**src/rtl/code_conv_pkg.sv**
```systemverilog
// Shared types and constants for the code-converter sequencer.
// No logic; no latency or flow control of its own.
package code_conv_pkg;

    typedef enum logic [2:0] {
        ST_IDLE,
        ST_LOAD,
        ST_FWD,
        ST_REV,
        ST_CHECK,
        ST_DONE
    } state_t;

    localparam logic [3:0] XS_OFFSET = 4'd3;
    localparam logic [3:0] BCD_MAX   = 4'd9;

endpackage

```
**src/rtl/conv_dwell_timer.sv**
```systemverilog
// Dwell counter for one enable phase: load clears, en counts, last_o flags the final dwell cycle.
// Zero-latency flag from registered count; no backpressure.
module conv_dwell_timer #(
    parameter int STAGE_CYCLES = 2
) (
    input  logic clk,
    input  logic rst_n,
    input  logic load_i,
    input  logic en_i,
    output logic last_o
);

    localparam int CNT_W = $clog2(STAGE_CYCLES + 1);

    logic [CNT_W-1:0] cnt_q, cnt_d;

    // Saturates at STAGE_CYCLES so a stalled phase can never wrap into a false last cycle.
    always_comb begin
        cnt_d = cnt_q;
        if (load_i) begin
            cnt_d = '0;
        end else if (en_i && (cnt_q != CNT_W'(STAGE_CYCLES))) begin
            cnt_d = cnt_q + 1'b1;
        end
    end

    always_ff @(posedge clk or negedge rst_n) begin
        if (!rst_n) begin
            cnt_q <= '0;
        end else begin
            cnt_q <= cnt_d;
        end
    end

    assign last_o = en_i && (cnt_q == CNT_W'(STAGE_CYCLES - 1));

endmodule

```
**src/rtl/code_conv_sequencer.sv**
```systemverilog
// Sequences BtoG/BtoXS then GtoB/XStoB enables on a captured operand and checks both round trips.
// start-to-stop latency 3 + 2*STAGE_CYCLES; start ignored while busy, abort returns to idle at once.
module code_conv_sequencer
    import code_conv_pkg::*;
#(
    parameter int DATA_W       = 4,
    parameter int STAGE_CYCLES = 2
) (
    input  logic              clk,
    input  logic              rst_n,
    input  logic              start,
    input  logic              abort,
    input  logic [DATA_W-1:0] din,
    output logic [DATA_W-1:0] bus,
    output logic              gcon,
    output logic              xscon,
    output logic              bcon1,
    output logic              bcon2,
    input  logic [DATA_W-1:0] gout,
    input  logic [DATA_W-1:0] xsout,
    input  logic [DATA_W-1:0] bout1,
    input  logic [DATA_W-1:0] bout2,
    output logic [DATA_W-1:0] gray_q,
    output logic [DATA_W-1:0] xs_q,
    output logic              busy,
    output logic              stop,
    output logic              pass,
    output logic              bcd_ovf
);

    state_t            state_q, state_d;
    logic [DATA_W-1:0] bus_q, gray_cap_q, xs_cap_q, b1_q, b2_q;
    logic              fwd_en_q, rev_en_q, busy_q, stop_q, pass_q, ovf_q;
    logic              dwell_en, dwell_last;
    logic              accept, cap_fwd, cap_rev, do_check;

    assign dwell_en = (state_q == ST_FWD) || (state_q == ST_REV);

    conv_dwell_timer #(
        .STAGE_CYCLES(STAGE_CYCLES)
    ) u_dwell (
        .clk    (clk),
        .rst_n  (rst_n),
        .load_i (!dwell_en || dwell_last),
        .en_i   (dwell_en),
        .last_o (dwell_last)
    );

    always_comb begin
        state_d = state_q;
        unique case (state_q)
            ST_IDLE:  if (start) state_d = ST_LOAD;
            ST_LOAD:  state_d = ST_FWD;
            ST_FWD:   if (dwell_last) state_d = ST_REV;
            ST_REV:   if (dwell_last) state_d = ST_CHECK;
            ST_CHECK: state_d = ST_DONE;
            ST_DONE:  state_d = ST_IDLE;
            default:  state_d = ST_IDLE;
        endcase
        if (abort) begin
            state_d = ST_IDLE;
        end
    end

    // Captures are suppressed on abort so results keep their last completed values.
    assign accept   = (state_q == ST_IDLE)  && start      && !abort;
    assign cap_fwd  = (state_q == ST_FWD)   && dwell_last && !abort;
    assign cap_rev  = (state_q == ST_REV)   && dwell_last && !abort;
    assign do_check = (state_q == ST_CHECK) && !abort;

    always_ff @(posedge clk or negedge rst_n) begin
        if (!rst_n) begin
            state_q    <= ST_IDLE;
            bus_q      <= '0;
            gray_cap_q <= '0;
            xs_cap_q   <= '0;
            b1_q       <= '0;
            b2_q       <= '0;
            fwd_en_q   <= 1'b0;
            rev_en_q   <= 1'b0;
            busy_q     <= 1'b0;
            stop_q     <= 1'b0;
            pass_q     <= 1'b0;
            ovf_q      <= 1'b0;
        end else begin
            state_q  <= state_d;
            fwd_en_q <= (state_d == ST_FWD) || (state_d == ST_REV);
            rev_en_q <= (state_d == ST_REV);
            busy_q   <= (state_d != ST_IDLE);
            stop_q   <= (state_d == ST_DONE);
            if (accept) begin
                bus_q  <= din;
                pass_q <= 1'b0;
                ovf_q  <= 1'b0;
            end
            if (cap_fwd) begin
                gray_cap_q <= gout;
                xs_cap_q   <= xsout;
            end
            if (cap_rev) begin
                b1_q <= bout1;
                b2_q <= bout2;
            end
            if (do_check) begin
                pass_q <= (b1_q == bus_q) && (b2_q == bus_q);
                ovf_q  <= (bus_q > DATA_W'(BCD_MAX));
            end
        end
    end

    assign bus     = bus_q;
    assign gcon    = fwd_en_q;
    assign xscon   = fwd_en_q;
    assign bcon1   = rev_en_q;
    assign bcon2   = rev_en_q;
    assign gray_q  = gray_cap_q;
    assign xs_q    = xs_cap_q;
    assign busy    = busy_q;
    assign stop    = stop_q;
    assign pass    = pass_q;
    assign bcd_ovf = ovf_q;

endmodule
```
**config.mk**
```make
export PLATFORM = sky130hd
export DESIGN_NAME = code_conv_sequencer
export DESIGN_NICKNAME = d
export VERILOG_FILES = /design/src/rtl/code_conv_pkg.sv /design/src/rtl/conv_dwell_timer.sv /design/src/rtl/code_conv_sequencer.sv
export SDC_FILE = /design/constraint.sdc
export NUM_CORES = 1
export LEC_CHECK = 0
export BUFFER_PORTS_ARGS = -buffer_cell sky130_fd_sc_hd__buf_2
export CORE_UTILIZATION = 40
export CTS_CLUSTER_DIAMETER = 150
export CTS_CLUSTER_SIZE = 20
export DETAILED_ROUTE_END_ITERATION = 7
export PLACE_DENSITY = 0.66
export REMOVE_ABC_BUFFERS = 1
export SLEW_MARGIN = 30
export SYNTH_ARGS = -nofsm -noshare
export SYNTH_HDL_FRONTEND = slang
export SYNTH_SLANG_ARGS = --single-unit
```
**constraint.sdc**
```tcl
create_clock -name clk -period 1.9 [get_ports clk]
set_input_delay 0.38 -clock clk [delete_from_list [all_inputs] [get_ports clk]]
set_output_delay 0.38 -clock clk [all_outputs]
set_load 0.05 [all_outputs]
```
==> results.json <==
{
  "status": "finished, final reports clean",
  "area_delta_synth_final_pct": 20.7,
  "seqPwrFrac_pct": 48.2,
  "clock.fmax_mhz": 616,
  "yosysSeqAreaShare_pct": 57.7,
  "setup.worst_path.class": "reg2reg",
  "rsz0062_at_grt": "false",
  "worstReg2RegStart": "u_dwell.cnt_q[1]",
  "drt-total-wl_um": 2400,
  "drive_gt1_share_pct": 48.7,
  "vias_per_cell": 4.85,
  "grt_max_degree": 32,
  "antenna_found_initial": 0,
  "diodes": 0,
  "grt_usage_pct": 15.6,
  "cts_setup_buffers": 0,
  "core_area_um2": 3130,
  "initialDrtViolationCount": 12,
  "final_util_pct": 51.9,
  "cts-root-buf": "clkbuf_4",
  "required_ns": 2.11,
  "layout.nets": 175,
  "grt_pass1_wl_um": 3880,
  "synth_seq_cells": 31,
  "cp-endpoint": "b1_q[0]",
  "slew_headroom_pct": 55.4,
  "worstPathBufferInverterCount": 2,
  "drc": 0,
  "internal_power_mw": 1.06,
  "fin_skew_ns": 0.00961,
  "clk_latency_ns": 0.33,
  "switching_share_pct": 38.0,
  "crit_chain": "inv_1 > ha_1 > nand3_1 > nor3_2 > buf_4 > mux2_2",
  "finalWeightedCongestion": 0.850,
  "p_sw_mw": 0.651,
  "reg2reg_depth": 6,
  "crit_fanout": 8,
  "cts_sinks": 31,
  "synth_cell_types": 28,
  "synth_area_um2": 1350,
  "r2r-end": "b1_q[0]",
  "pwr_density_cell_nw_per_um2": 1060,
  "cp.depth": 6,
  "fillCellCount": 292,
  "crit_start": "u_dwell.cnt_q[1]",
  "drv_slew": 0,
  "clkPwrFrac_pct": 21.0,
  "post-route-period-util_pct": 85.4,
  "r2r_setup_slack_ns": 0.28,
  "slowest_delay_ns": 0.40,
  "initial_core_util_pct": 43.0,
  "syn_inst": 104,
  "combPwrFrac_pct": 30.8,
  "yosysWarnings": 0,
  "clock_path_buffers": 2,
  "slowest_stage": "dfrtp_1",
  "drt-pass1-iter-count": 4,
  "ir_drop_uv": 420,
  "ctsHoldBuffers": 0,
  "end_kind": "register",
  "pin_count": 44,
  "p_leak_nw": 0.860,
  "layout_commonest_cell": "buf_2",
  "setup_viol": 0,
  "vias": 941,
  "dpl.hpwl_um": 1810,
  "cts_buffers": 5,
  "tns_ns": 0,
  "syn_area_per_cell_um2": 12.9,
  "cp_data_arrival_time_ns": 1.83,
  "hold_viol_final": 0,
  "routedWlPerCell_um": 12.4,
  "die_h_um": 60.0,
  "fin_crit_ns": 1.62,
  "cts_tree": "built",
  "setup_ws_ns": 0.278,
  "start_kind": "register",
  "h-tree-depth": 2,
  "dieWidth_um": 60.0,
  "route.antenna.remaining_nets": 0,
  "path_clk_slew_ns": 0.09,
  "die_area_um2": 3600,
  "hold_path_class": "in2async",
  "final_cell_mix": "43 x buf_2, 31 x dfrtp_1, 20 x mux2_2",
  "core.rowCount": 20,
  "globalRouteOverflowTotal": 0,
  "port_buffers": 43,
  "crit_family": "flip-flops",
  "worstMarginPinSlew_ns": 0.669,
  "cap_violations": 0,
  "pre_cts_ws_ns": 0.243,
  "grt_pass1_vias": 914,
  "cts_resized": 0
}
[synthesized netlist by cell type (all sizes together)]
cell type,number,area [um^2]
nand2b,1,6.26
o31ai,1,7.51
nand3,2,10.0
xor2,1,8.76
ha,2,25.0
and3,4,25.0
o21ai,2,10.0
a21oi,1,5.00
buf,6,50.0
xnor2,1,8.76
nor2,7,26.3
dfrtp,31,776
a21o,1,8.76
or3b,1,8.76
nor3,6,35.0
and4b,1,10.0
or2,2,12.5
nand4b,1,8.76
o32a,1,10.0
o41ai,2,17.5
mux2,20,225
o211ai,2,15.0
o22ai,2,12.5
inv,6,22.5
[worst min path at each step]
stage | start | depth (start not counted) | to
2_1_floorplan | rst_n | 0 | b1_q[0]
3_3_place_gp | rst_n | 1 | gcon
3_5_place_dp | rst_n | 1 | stop
4_1_cts | rst_n | 1 | stop
5_1_grt | rst_n | 1 | b2_q[2]
6_report | rst_n | 1 | bcon1
[routing by layer]
metal | track usage [%] | up-vias | part of all wire (%)
met4 | 7.97 | 0 | 1.9
met5 | 0 | - | 0
met3 | 7.14 | 5 | 7.6
li1 | - | 457 | -
met2 | 25.9 | 41 | 47
met1 | 16.6 | 438 | 43
[area by class of cell]
| class | count | area [um^2] | area share, % |
|---|---|---|---|
| Inverter | 6 | 22.5 | 1.39 |
| Multi-Input combinational cell | 61 | 497 | 30.6 |
| Sequential cell | 31 | 776 | 47.8 |
| Clock buffer | 7 | 45.0 | 2.78 |
| Timing Repair Buffer | 44 | 223 | 13.7 |
| Tap cell | 44 | 55.1 | 3.39 |
| Clock inverter | 1 | 5.00 | 0.308 |
[registers in the layout, indices dropped and copies added (netlist names), 2 cells and up]
register,cells
b1_q,4
b2_q,4
bus,4
gray_q,4
xs_q,4
state_q,3
u_dwell.cnt_q,2
[power groups by stage]
stage	registers (mW)	logic [mW]	clock network, mW
final	0.828	0.528	0.360
after global routing	0.842	0.566	0.401
after CTS	0.830	0.534	0.379
after detailed placement	0.844	0.533	0
after global placement	0.837	0.524	0
after floorplan	1.09	0.134	0
[through the flow]
step	hold WS [ns]	instances	total power, mW	instance area, um^2
6_report	0.0734	194	1.72	1620
5_1_grt	0.105	194	1.81	1620
4_1_cts	0.0743	194	1.74	1620
3_5_place_dp	0.455	186	1.38	1570
3_3_place_gp	0.446	186	1.36	1570
2_1_floorplan	0.0844	98	1.23	1290
[cell families after synthesis]
kind of cell,Yosys count,share of synthesized area [%]
adders and majority gates,2,1.86
xor gates and xnor gates,2,1.30
AOI/OAI and AO/OA,12,6.42
muxes,20,16.7
buffers and inverters,12,5.39
and+or+nand+nor,25,10.6
DFF,31,57.7
(Power assumes the default switching activity.)
